<file path="src/rtl/mux4_scan_ctrl.sv">
// mux4_scan_ctrl: walks the select of a downstream combinational 4:1 one-bit mux across
// the enabled channels and registers each channel's value into a 4-bit snapshot.
//
// Ports:
//   clk      - system clock, rising edge
//   rst      - synchronous active-high reset (highest priority)
//   start    - scan request, honoured only while idle
//   mask     - channel enables, latched when start is accepted
//   mux_out  - output of the downstream 4:1 mux
//   sel      - select driven to the mux
//   sample   - captured snapshot, bit i = channel i
//   busy     - high while scanning
//   done     - one-cycle pulse at the end of a scan
module mux4_scan_ctrl #(
    parameter int unsigned DWELL = 2,
    parameter int unsigned CNT_W = 8
) (
    input  logic       clk,
    input  logic       rst,
    input  logic       start,
    input  logic [3:0] mask,
    input  logic       mux_out,
    output logic [1:0] sel,
    output logic [3:0] sample,
    output logic       busy,
    output logic       done
);

    typedef enum logic [1:0] {StIdle, StScan, StDone} state_e;

    state_e             state_q, state_d;
    logic [1:0]         sel_q, sel_d;
    logic [3:0]         sample_q, sample_d;
    logic               busy_q, busy_d;
    logic               done_q, done_d;
    logic [CNT_W-1:0]   cnt_q, cnt_d;
    logic [3:0]         mask_q, mask_d;

    logic [1:0]         first_chan;
    logic [2:0]         next_info;   // {found, channel}

    // Lowest enabled channel of the requested mask.
    function automatic logic [1:0] lowest_chan(input logic [3:0] m);
        logic [1:0] r;
        r = 2'd0;
        for (int i = 3; i >= 0; i--) begin
            if (m[i]) r = 2'(i);
        end
        return r;
    endfunction

    // Next enabled channel strictly above cur; no wrap-around.
    function automatic logic [2:0] next_chan(input logic [3:0] m, input logic [1:0] cur);
        logic [2:0] r;
        r = 3'd0;
        for (int i = 3; i >= 0; i--) begin
            if (m[i] && (i > int'(cur))) r = {1'b1, 2'(i)};
        end
        return r;
    endfunction

    assign first_chan = lowest_chan(mask);
    assign next_info  = next_chan(mask_q, sel_q);

    always_comb begin
        state_d  = state_q;
        sel_d    = sel_q;
        sample_d = sample_q;
        busy_d   = busy_q;
        done_d   = 1'b0;
        cnt_d    = cnt_q;
        mask_d   = mask_q;

        unique case (state_q)
            StIdle: begin
                busy_d = 1'b0;
                if (start) begin
                    mask_d = mask;
                    if (mask != 4'b0000) begin
                        sample_d = sample_q & mask;  // disabled channels read as 0
                        sel_d    = first_chan;
                        cnt_d    = '0;
                        busy_d   = 1'b1;
                        state_d  = StScan;
                    end else begin
                        sample_d = 4'b0000;
                        done_d   = 1'b1;
                        state_d  = StDone;
                    end
                end
            end
            StScan: begin
                cnt_d = cnt_q + 1'b1;
                // Capture on the last dwell cycle so sel has been stable for DWELL cycles.
                if (cnt_q == CNT_W'(DWELL - 1)) begin
                    sample_d[sel_q] = mux_out;
                    cnt_d           = '0;
                    if (next_info[2]) begin
                        sel_d = next_info[1:0];
                    end else begin
                        busy_d  = 1'b0;
                        done_d  = 1'b1;
                        state_d = StDone;
                    end
                end
            end
            StDone: begin
                busy_d  = 1'b0;
                state_d = StIdle;
            end
            default: begin
                state_d = StIdle;
                busy_d  = 1'b0;
            end
        endcase
    end

    always_ff @(posedge clk) begin
        if (rst) begin
            state_q  <= StIdle;
            sel_q    <= 2'b00;
            sample_q <= 4'b0000;
            busy_q   <= 1'b0;
            done_q   <= 1'b0;
            cnt_q    <= '0;
            mask_q   <= 4'b0000;
        end else begin
            state_q  <= state_d;
            sel_q    <= sel_d;
            sample_q <= sample_d;
            busy_q   <= busy_d;
            done_q   <= done_d;
            cnt_q    <= cnt_d;
            mask_q   <= mask_d;
        end
    end

    assign sel    = sel_q;
    assign sample = sample_q;
    assign busy   = busy_q;
    assign done   = done_q;

endmodule

</file>
<file path="config.mk">
export PLATFORM = sky130hd
export DESIGN_NAME = mux4_scan_ctrl
export DESIGN_NICKNAME = d
export VERILOG_FILES = /design/src/rtl/mux4_scan_ctrl.sv
export SDC_FILE = /design/constraint.sdc
export NUM_CORES = 1
export LEC_CHECK = 0
export ABC_AREA = 0
export BUFFER_PORTS_ARGS = -buffer_cell sky130_fd_sc_hd__buf_2
export CAP_MARGIN = 10
export CELL_PAD_IN_SITES_DETAIL_PLACEMENT = 0
export CELL_PAD_IN_SITES_GLOBAL_PLACEMENT = 1
export CORE_ASPECT_RATIO = 0.8
export CORE_MARGIN = 5
export CORE_UTILIZATION = 45
export DETAILED_ROUTE_END_ITERATION = 12
export GPL_ROUTABILITY_DRIVEN = 0
export GPL_TIMING_DRIVEN = 1
export HOLD_SLACK_MARGIN = 0.08
export PLACE_DENSITY = 0.81
export SLEW_MARGIN = 20
export SYNTH_ARGS = -nofsm -noshare
export SYNTH_HDL_FRONTEND = slang
export SYNTH_SLANG_ARGS = --single-unit
</file>
<file path="constraint.sdc">
create_clock -name clk -period 2.8 [get_ports clk]
set_clock_uncertainty 0.05 [all_clocks]
set_input_delay 0.42 -clock clk [delete_from_list [all_inputs] [get_ports clk]]
set_output_delay 0.42 -clock clk [all_outputs]
set_load 0.005 [all_outputs]
</file>
# [Word level (Yosys, flattened, before mapping)]
# Cells that the tools add are included.
[classes] add_sub_neg=1 magnitude_cmp=5 n_eq_ne=7 n_mux=38 n_bitwise=1 n_reduce_logical=13
[op_table] operator="2-bit two-way mux" count=12
[op_table] operator="8-bit two-way mux" count=3
[op_table] operator="8-bit case mux with 2 select lines" count=1
[op_table] operator="4-bit two-way mux" count=3
[op_table] operator="2-bit != test (second input constant)" count=5
[op_table] operator="1-bit two-way mux" count=9
[op_table] operator="3-bit two-way mux" count=3
[op_table] operator="3-bit AND reduction" count=3
[op_table] operator="8-bit by 1-bit adder with 8-bit output (second input constant)" count=1
[op_table] operator="8-bit by 1-bit equality test with 1-bit output (second input constant)" count=1
[op_table] operator="2-bit case mux with 2 select lines" count=2
[op_table] operator="4-bit case mux with 2 select lines" count=1
[op_table] operator="5-bit AND reduction" count=1
[op_table] operator="4-bit bitwise AND" count=1
[op_table] operator="4-bit bitwise mux" count=1
[op_table] operator="2-bit greater-than comparator (first input constant)" count=2
[op_table] operator="1-bit logical AND" count=4
[op_table] operator="1-bit case mux with 2 select lines" count=2
[op_table] operator="2-bit AND reduction" count=2
[op_table] operator="4-bit nonzero test" count=1
[op_table] operator="2-bit by 3-bit less-than comparator with 1-bit output (second input constant)" count=1
[op_table] operator="1-bit demux with 2-bit select" count=1
[op_table] operator="2-bit by 1-bit equality test with 1-bit output (second input constant)" count=1
[op_table] operator="2-bit by 1-bit >= comparator with 1-bit output (second input constant)" count=1
[op_table] operator="other kinds (3)" count=3
[word_totals] register_bits=22 input_bits=8 output_inout_bits=8 wordCells=72

# [Depth between registers and ports, before layout]
[logic_depth] depth_word=8 depth_mapped=7

# [Least setup slack after synthesis]
# Ideal clock, no wire load.
[synth_timing] kind="register -> register" start="reg cnt_q[0]" end="reg sel_q[1], in the netlist sel[1]" setup_time_ns=0.086 t_arrival_ns=1.447 t_required_ns=2.664 path_slack_ns=1.218 stages_incl_launch_ff=6 path_buffers=0 path_cell_list="dfxtp_1 ha_1 nor4b_2 nand3_2 a32o_1 a211oi_1"
[synth_between] elab_chain_len=3
[synth_lines] item="from (decl)" line_no="36" text="logic [CNT_W-1:0] cnt_q, cnt_d;"
[synth_lines] item="from (signal assigned)" line_no="133" text="cnt_q <= cnt_d;"
[synth_lines] item="8-bit by 1-bit equality test with 1-bit output" line_no="95" text="if (cnt_q == CNT_W'(DWELL - 1)) begin"
[synth_lines] item="2-bit != test (no line)"
[synth_lines] item="5-bit AND reduction (no line)"
[synth_lines] item="to (signal assigned)" line_no="129" text="sel_q <= sel_d;"
[synth_lines] item="to (decl)" line_no="32" text="logic [1:0] sel_q, sel_d;"
# No other way between the ends.
# A chain may end at the register's enable or synchronous reset.

# [Worst setup path in the final report]
# Ends and elaborated chain as after synthesis.

==> flow_summary.yaml <==
run_status:
  status: "complete, no violations"
sta:
  setup_slack_ns: 1.03
  tightest_slew_ns: 0.559
  final-setup-viol-count: 0
  period_share_pct: 63.4
  fin_crit_ns: 1.77
  fin_setup_tns_ns: 0
  slew_headroom_pct: 61.7
  holdWs_ns: 0.348
  rsz0062_at_grt: "false"
  hold_viol: 0
  max_freq_mhz: 564
  drv_slew: 0
worst_setup_path:
  crit_family: "simple AND/OR/NAND/NOR gates"
  slowest_delay_ns: 0.43
  arrival_ns: 1.97
  start_kind: "register"
  cp_slowest_cell: "dfxtp_1"
  cp-end-kind: "register"
  path_buf_inv: 0
  crit_type: "register to register"
  cp.required_ns: 3.00
  cp_max_fo: 6
  path_cells: "ha_1, nor4b_2, nand3_2, a32o_1, a211oi_1"
routing:
  drt_iter0_drc: 68
  vias: 980
  drtAntennaViolNets: 0
  wl_per_cell_um: 14.6
  drtPass1Iterations: 4
  routed_wl_um: 2590
  via_per_inst: 5.54
  route.detailed.drc: 0
yosys:
  yosys-top-cells-count: "dfxtp_1 (21), nor2_1 (12), a21oi_1 (7)"
  synthTopCellsByArea: "dfxtp_1 (37%), mux2i_1 (5.3%), nor2_1 (3.9%)"
  ys_seq_area_share_pct: 36.8
  synth.net_count: 137
  yosys.area.top_type: "dfxtp_1"
  async_flop_share_pct: 0
  syn_area_sq_um: 1140
  yosys_warnings: 0
  ys_ff_latch: 21
  ys_types: 48
  yosysMostFrequentCell: "dfxtp_1"
  synth_top_area_share_pct: 36.8
  syn_avg_cell_area_sq_um: 8.99
  synth-edff-count: 0
  synthCells: 127
  synth-main-ff-cell: "dfxtp_1"
global_route:
  grt_pass1_vias: 881
  antenna_found_initial: 0
  track_usage_pct: 15.9
  grt_pass1_wl_um: 4340
  grt_max_degree: 17
  grt_overflow_total: 0
clock_tree:
  cts.clk_slew.worst_paths_ns: 0.13
  numCtsBuffers: 3
  hold_buffers: 0
  cts_setup_buffers: 0
  cts_max_path_buffers: 2
  cts-resized-gates: 0
  root_buffer: "clkbuf_4"
  cts.sinks: 21
  clk_latency_ns: 0.32
  cts_tree: "done"
  cts_max_level: 1
layout:
  design_area_sq_um: 1270
  layout-drive-gt1-share_pct: 21.3
  stdcell_count: 177
  finalNetCount: 152
  diodes: 0
  fill_cells: 253
  syn_to_final_growth_pct: 11.0
  utilization_pct: 51.9
floorplanning:
  die_area_sq_um: 3650
  dieWidth_um: 66.3
  fp.coreArea_sq_um: 2440
  fp.dieH_um: 55.1
  io_pins: 16
  initial_core_util_pct: 46.8
  fp-row-count: 16
power:
  power_leakage_nw: 0.470
  vdd_drop_max_mv: 0.277
  power.density_nw_per_um2: 496
  power_mw: 0.629
run:
  maxCapViolCount: 0
placement:
  dpl.cell_count: 173
  post_dp_cell_area_sq_um: 1240
  portBuffers: 15
  place_ws_ns: 0.979
  post-dp-hpwl_um: 1950
worst_hold_path:
  hold_class: "input pin to register"
-- metal layers --
| metal | global-route usage, % | wire length (um) |
|---|---|---|
| met1 | 22.9 | 1360 |
| met2 | 21.7 | 989 |
| met3 | 6.06 | 218 |
| met4 | 4.05 | 21 |
| met5 | 0 | 0 |
-- where the power goes --
part / total (mW) / switching, mW / internal [mW]
Clock: 0.151 / 0.0978 / 0.0535
Sequential: 0.343 / 0.0268 / 0.316
Combinational: 0.135 / 0.0770 / 0.0577
-- worst paths after layout --
path,depth (start not counted),startpoint,to,slack (ns)
worst max-delay path,5,cnt_q[0],sel[1],1.03
worst max register to register,5,cnt_q[0],sel[1],1.03
worst min-delay path,3,mux_out,sample[2],0.35
worst min register to register,2,sample[3],sample[3],0.44
-- final cells by class --
class | instances | area, sq um | share of cell area [%]
sequential | 21 | 420 | 33.2
clock inverter | 1 | 5.00 | 0.395
inverter | 6 | 22.5 | 1.78
clock buffer | 3 | 22.5 | 1.78
tap | 36 | 45.0 | 3.55
timing repair buffer | 15 | 75.1 | 5.92
multi-input combinational | 95 | 677 | 53.4
-- cells by family (layout without fill, tap and decap cells) --
logic type,after synthesis,after routing,share of synthesized area [%]
flip-flops,21,21,36.8
AO/OA/AOI/OAI,34,34,21.8
multiplexers,7,7,6.24
AND/OR/NAND/NOR,47,47,25.2
XOR/XNOR,5,5,3.83
buffers and inverters,11,25,3.94
adder cells (fa/ha/maj),2,2,2.19
-- registers in the layout, indices dropped and copies added (netlist names) --
signal   count
state_q      2
cnt_q        8
sel          2
mask_q       3
done         1
busy         1
sample       4
-- cells in the final DEF, fill, tap and decap left out, types with 2 or more instances in the layout --
cell type  count
mux2i_1        6
o21ai_0        5
a221oi_1       2
ha_1           2
buf_2         15
and2b_1        2
a31oi_1        2
inv_1          6
nor3_1         3
clkbuf_4       3
dfxtp_1       21
nand4_1        3
o31ai_1        2
nand2_1        6
a2111oi_0      3
and3_1         2
nand3_1        3
a21oi_1        7
nor2_1        12
nand4b_1       2
nand2b_1       2
a211oi_1       2
xnor2_1        4
-- worst min-delay path, delay by kind of cell --
kind                   cells  cell delay (ns)
buffers and inverters      1             0.12
AOI/OAI and AO/OA          1             0.06
and+or+nand+nor            1             0.08
Power figures use the tool's default switching activity.
